[src/rtl/prog_mem_pkg.sv]
// Shared sizing, erased-word value and FSM encoding for the program memory
// port controller and its SPM page buffer.
package prog_mem_pkg;

    localparam int ADDR_W     = 14;
    localparam int DATA_W     = 16;
    localparam int PAGE_WORDS = 64;
    localparam int PAGE_W     = $clog2(PAGE_WORDS);
    localparam int PAGE_NUM_W = ADDR_W - PAGE_W;

    localparam logic [DATA_W-1:0] ERASED_WORD = 16'hFFFF;

    localparam logic [1:0] IDLE  = 2'd0;
    localparam logic [1:0] ERASE = 2'd1;
    localparam logic [1:0] WRITE = 2'd2;
    localparam logic [1:0] DONE  = 2'd3;

endpackage

[src/rtl/spm_page_buffer.sv]
// One-page temporary buffer filled word by word by SPM; read asynchronously
// while a page write streams it out, cleared to the erased value afterwards.
module spm_page_buffer
    import prog_mem_pkg::*;
(
    input  logic              clk,
    input  logic              rst_n,
    input  logic              wr_en,
    input  logic [PAGE_W-1:0] wr_idx,
    input  logic [DATA_W-1:0] wr_data,
    input  logic              clear,
    input  logic [PAGE_W-1:0] rd_idx,
    output logic [DATA_W-1:0] rd_data
);

    logic [DATA_W-1:0] words [PAGE_WORDS];

    // Clear has priority over fill; the controller never requests both anyway.
    always_ff @(posedge clk or negedge rst_n) begin
        if (!rst_n) begin
            for (int i = 0; i < PAGE_WORDS; i++) begin
                words[i] <= ERASED_WORD;
            end
        end else if (clear) begin
            for (int i = 0; i < PAGE_WORDS; i++) begin
                words[i] <= ERASED_WORD;
            end
        end else if (wr_en) begin
            words[wr_idx] <= wr_data;
        end
    end

    assign rd_data = words[rd_idx];

endmodule

[src/rtl/prog_mem_spm_ctrl.sv]
// Single-port program memory owner: muxes CPU fetch and the SPM page
// erase/write engine onto the memory port.
module prog_mem_spm_ctrl
    import prog_mem_pkg::*;
(
    input  logic              clk,
    input  logic              rst_n,
    input  logic [ADDR_W-1:0] cpu_addr,
    output logic              cpu_stall,
    input  logic              spm_fill,
    input  logic              spm_erase,
    input  logic              spm_write,
    input  logic [ADDR_W-1:0] spm_addr,
    input  logic [DATA_W-1:0] spm_data,
    output logic              spm_busy,
    output logic              spm_done,
    output logic              mem_we,
    output logic [ADDR_W-1:0] mem_addr,
    output logic [DATA_W-1:0] mem_din
);

    logic [1:0]            state;
    logic [PAGE_NUM_W-1:0] page;
    logic [PAGE_W-1:0]     count;
    logic                  op_write;
    logic                  idle;
    logic                  last_word;
    logic                  fill_en;
    logic                  buf_clear;
    logic [DATA_W-1:0]     buf_rd;

    assign idle      = (state == IDLE);
    assign last_word = (count == PAGE_W'(PAGE_WORDS - 1));
    // A fill that coincides with erase/write is dropped, as are all strobes while busy.
    assign fill_en   = idle && spm_fill && !spm_erase && !spm_write;
    assign buf_clear = (state == DONE) && op_write;

    spm_page_buffer u_buf (
        .clk     (clk),
        .rst_n   (rst_n),
        .wr_en   (fill_en),
        .wr_idx  (spm_addr[PAGE_W-1:0]),
        .wr_data (spm_data),
        .clear   (buf_clear),
        .rd_idx  (count),
        .rd_data (buf_rd)
    );

    // Erase beats write when both strobe together; count wraps back to 0 on leaving.
    always_ff @(posedge clk or negedge rst_n) begin
        if (!rst_n) begin
            state    <= IDLE;
            page     <= '0;
            count    <= '0;
            op_write <= 1'b0;
        end else begin
            case (state)
                IDLE: begin
                    if (spm_erase) begin
                        state    <= ERASE;
                        page     <= spm_addr[ADDR_W-1:PAGE_W];
                        count    <= '0;
                        op_write <= 1'b0;
                    end else if (spm_write) begin
                        state    <= WRITE;
                        page     <= spm_addr[ADDR_W-1:PAGE_W];
                        count    <= '0;
                        op_write <= 1'b1;
                    end
                end
                ERASE, WRITE: begin
                    count <= count + 1'b1;
                    if (last_word) begin
                        state <= DONE;
                    end
                end
                DONE:    state <= IDLE;
                default: state <= IDLE;
            endcase
        end
    end

    assign cpu_stall = !idle;
    assign spm_busy  = !idle;
    assign spm_done  = (state == DONE);

    always_comb begin
        mem_we   = 1'b0;
        mem_addr = cpu_addr;
        mem_din  = '0;
        case (state)
            ERASE: begin
                mem_we   = 1'b1;
                mem_addr = {page, count};
                mem_din  = ERASED_WORD;
            end
            WRITE: begin
                mem_we   = 1'b1;
                mem_addr = {page, count};
                mem_din  = buf_rd;
            end
            default: ;
        endcase
    end

endmodule
[config.mk]
export PLATFORM = sky130hd
export DESIGN_NAME = prog_mem_spm_ctrl
export DESIGN_NICKNAME = d
export VERILOG_FILES = /design/src/rtl/prog_mem_pkg.sv /design/src/rtl/spm_page_buffer.sv /design/src/rtl/prog_mem_spm_ctrl.sv
export SDC_FILE = /design/constraint.sdc
export NUM_CORES = 2
export LEC_CHECK = 0
export ABC_CLOCK_PERIOD_IN_PS = 2400
export BUFFER_PORTS_ARGS = -buffer_cell sky130_fd_sc_hd__clkbuf_2
export CAP_MARGIN = 25
export CORE_AREA = 8 8 331 413
export DETAILED_ROUTE_END_ITERATION = 12
export DIE_AREA = 0 0 339 421
export PLACE_DENSITY = 0.58
export SETUP_SLACK_MARGIN = 0.3
export SLEW_MARGIN = 40
export SYNTH_ARGS = -nofsm -noshare
export SYNTH_HDL_FRONTEND = slang
export SYNTH_SLANG_ARGS = --single-unit
[constraint.sdc]
create_clock -name clk -period 2.4 [get_ports clk]
set_input_delay 0.12 -clock clk [delete_from_list [all_inputs] [get_ports clk]]
set_output_delay 0.12 -clock clk [all_outputs]
set_load 0.1 [all_outputs]
==> summary.md <==
| Metric | Value |
|---|---|
| Gpl congestion | `0.905` |
| CP delay by family, top | `buffers and inverters` |
| Final nets | `5763` |
| Sw Share | `36.1%` |
| Setup violations, final | `65` |
| Cell-internal power | `38.2 mW` |
| Multiplexer share of the synthesized area | `12.5%` |
| Synth Area in XOR/XNOR | `0.0510%` |
| Die Width | `339 µm` |
| Clk slew on worst S/H paths | `0.06 ns` |
| Ys flop type | `dfstp_2` |
| Synth async-reset ratio | `100%` |
| Startpoint types | `flip-flop` |
| Initial antenna violation count | `6` |
| Port buffer count | `82` |
| Final Cycle Share | `150%` |
| Final std cells w/o fill | `7526` |
| Critical path's largest stage delay | `0.54 ns` |
| First-pass GRT wire length | `284000 µm` |
| Wire length per cell | `25.8 µm` |
| Largest family of logic cells by synthesized area | `simple AND/OR/NAND/NOR gates` |
| H-tree Lvls | `3` |
| Synth Instances | `5375` |
| Worst-path fanout max | `7` |
| Simple-Gate Fraction of Synth Area | `28.4%` |
| Leak | `29.0 nW` |
| Reg2Reg Launch Point | `state[1]` |
| R2R cell count | `13` |
| Placed cells | `7159` |
| DRC | `0` |
| Final Skew | `0.0330 ns` |
| Clock root buffer | `clkbuf_16` |
| Chip height | `421 µm` |
| Synth unique cells | `50` |
| DR vias | `44.1k` |
| Seq/Total Area, Yosys | `53.0%` |
| PD cells | `875 nW/µm²` |
| DRT Pass-1 Iters | `6` |
| Synth Area in Compound Gates | `1.69%` |
| Post-route worst setup slack | `-1.21 ns` |
| Min-Delay Endpoint | `page[7]` |
| Mapped Area | `51500 µm²` |
| Slew headroom | `43.3%` |
| Final Total Pwr | `59.7 mW` |
| Sequential share of power | `32.1%` |
| Status | `finished with violations` |
| Detailed Place HPWL | `115000 µm` |
| Worst path slowest cell | `dfrtp_4` |
| Synth Area in Adders | `0.146%` |
| Final wirelength | `194000 µm` |
| Area Overhead vs Synth | `32.4%` |
| I/O pin count | `83` |
| Grt total ovfl | `0` |
| Min-delay worst type | `in -> reg` |
| Slew @ Worst Pin | `0.850 ns` |
| Setup slack, reg-to-reg | `-0.07 ns` |
| Largest net degree at the start of global routing | `93` |
| Ys Warns | `0` |
| TritonCTS Sinks | `1041` |
| P_sw | `21.5 mW` |
| Final instance area | `68200 µm²` |
| WP buf/inv | `5` |
| Area after DPL | `58100 µm²` |
| Dpl ws | `-0.551 ns` |
| Clk Latency, worst-skew pair | `0.73 ns` |
| All-Layer GR Usage | `25.6%` |
| Routed Antenna Nets | `0` |
| Final slew viol count | `0` |
| Yosys reg bits | `1041` |
| Minimum clock period | `3.61 ns` |
| Max-Cap Viols | `0` |
| Worst Path Arrival | `3.49 ns` |
| Ratio of cells with drive above 1 in the final layout | `47.5%` |
| Min-Delay Startpoint | `spm_addr[13]` |
| Failing checks | `setup timing` |
| Core area | `130000 µm²` |
| Row cnt | `148` |
| WS Path Type | `reg -> out` |
| Clock share of power | `29.7%` |
| Hold Vio Cnt, Final | `0` |
| Post-layout util | `52.6%` |
| CP Cell Sequence | `buf_12, buf_12, buf_6, mux4_2, a22oi_2, nand2_2, a22oi_2, buf_4, nand3_4, buf_12` |
| Mapped Nets | `5430` |
| Initial Utilization | `39.7%` |
| Hold path cells | `3` |
| Number of global-route vias before repair | `43.6k` |
| Worst reg2reg path endpoint | `u_buf.words[373]` |
| Crit end category | `output port` |
| CTS Buf Count | `106` |
| Peak VDD IR | `0.00199 V` |
| CP required | `2.28 ns` |
| CP dominant cell by count | `buf_12` |
| Fmax | `0.277 GHz` |
| Mean Syn Cell Area | `9.59 µm²` |
| Post-DR vias/cell | `5.85` |
| CTS max path bufs | `3` |
| Die area | `143000 µm²` |
| RSZ-0062 raised after global routing | `true` |
| Combinational share of power | `38.2%` |
| Post-synth EDFFs | `0` |
| CTS tree | `built` |
| Filler instances | `11.0k` |
| Initial drt markers | `4870` |
==> metal layers <==
metal | GRT usage [%] | routed length (µm) | share of wire (%) | up-vias
li1 | - | - | - | 18800
met1 | 33.5 | 76500 | 39 | 22600
met3 | 5.15 | 16400 | 8.4 | 442
met2 | 40.3 | 91500 | 47 | 2252
met5 | 0 | 0 | 0 | -
met4 | 13.1 | 9910 | 5.1 | 0
==> state kept, by name, indices dropped and copies added, names as in the netlist <==
signal       count
op_write         1
page             8
count            6
state            2
u_buf.words   1024
==> synth_stat cells (5+ instances only) <==
library cell  count  area, µm²
buf_2            74        370
nor2_2            7       43.8
nand2b_1         22        138
nor2_1           48        180
a22oi_1          73        548
o21ai_0          32        160
nor2b_1           6       37.5
mux2_2           24        270
dfrtp_1          17        425
buf_1            24       90.1
nor3_2            6       60.1
o22ai_1          13       81.3
nand2_1        2172       8150
buf_6            10        113
nand3_1        1062       5320
nand4b_1         12        105
or3_1             7       43.8
mux2i_1          36        360
mux4_1            5        131
clkbuf_1        323       1210
ha_1              6       75.1
and3_1            5       31.3
nor2_4           32        360
mux4_2          252       5680
buf_4            40        300
inv_1             6       22.5
dfstp_2        1024      26900
==> power by group through the flow <==
| stage | clock (mW) | combinational (mW) | sequential, mW |
|---|---|---|---|
| finish | 17.7 | 22.8 | 19.2 |
| global route | 18.6 | 23.7 | 19.2 |
| CTS | 18.0 | 21.6 | 19.1 |
| detailed placement | 0 | 19.3 | 19.3 |
| global placement | 0 | 19.2 | 19.3 |
| floorplan | 0 | 12.4 | 19.1 |
==> worst max path at each step <==
stage | from | endpoint | depth (start not counted)
floorplan | count[0] | mem_din[10] | 9
global placement | count[0] | mem_din[13] | 9
detailed placement | count[0] | mem_din[14] | 9
CTS | count[0] | mem_din[2] | 10
global route | count[0] | mem_din[15] | 11
finish | count[0] | mem_din[2] | 10
==> layout make-up <==
cell class / instances / area [µm²] / area share (%)
multi-input combinational: 3856 / 25700 / 37.7
clock inverter: 30 / 408 / 0.598
clock buffer: 167 / 3300 / 4.83
antenna: 4 / 10.0 / 0.0147
timing repair buffer: 697 / 9280 / 13.6
tap: 1725 / 2160 / 3.16
sequential: 1041 / 27300 / 40.1
inverter: 6 / 25.0 / 0.0367
==> cell usage in the layout (no fill, tap or decap), drive strengths merged, types with 2 or more instances in the layout <==
cell,netlist,routed
dfrtp,17,17
dfstp,1024,1024
nand3b,2,2
ha,6,6
nand3,1063,1063
mux2,24,24
or3b,3,3
and2,4,4
nand2,2173,2173
clkbuf,323,239
nand4b,12,12
o31ai,2,2
and3b,2,2
a21oi,3,3
bufinv,0,8
and3,5,5
bufbuf,0,3
dlygate4sd3,0,27
or3,7,7
nor3,8,8
clkinv,0,14
o22ai,13,13
mux2i,36,36
nor2b,6,6
a22oi,73,73
buf,149,595
mux4,257,257
nor2,87,87
a21boi,2,2
clkinvlp,0,4
diode,0,4
nor3b,3,3
xnor2,2,2
inv,6,10
o21ai,32,32
nand2b,22,22
==> kinds of logic (layout without fill, tap and decap cells) <==
logic type / count (synthesis) / after routing
AND/OR/NAND/NOR: 3401 / 3401
other: 0 / 4
multiplexers: 317 / 317
AO/OA/AOI/OAI: 129 / 129
adder cells (fa/ha/maj): 6 / 6
buffers and inverters: 478 / 900
XOR/XNOR: 3 / 3
flip-flops: 1041 / 1041
==> stage by stage <==
step	hold slack, ns	TNS (ns)
6_report	0.173	-19.01
5_1_grt	0.167	-29.01
4_1_cts	0.116	-19.04
3_5_place_dp	0.360	-7.07
3_3_place_gp	0.356	-7.06
2_1_floorplan	-0.176	0
==> worst min-delay path: stages <==
cell           delay [ns]
dlygate4sd3_1        0.52
clkbuf_2             0.10
mux2_2               0.13
==> timing repair <==
item                                    CTS  global route
gates cloned                             20            23
pin swaps                               122           164
hold buffers                             27             0
setup endpoints to repair               968          1014
resized for setup                       468           497
buffers inserted                         67            29
endpoints found under the hold margin  1021             0
Note: power is estimated with default switching activity, not from simulation.
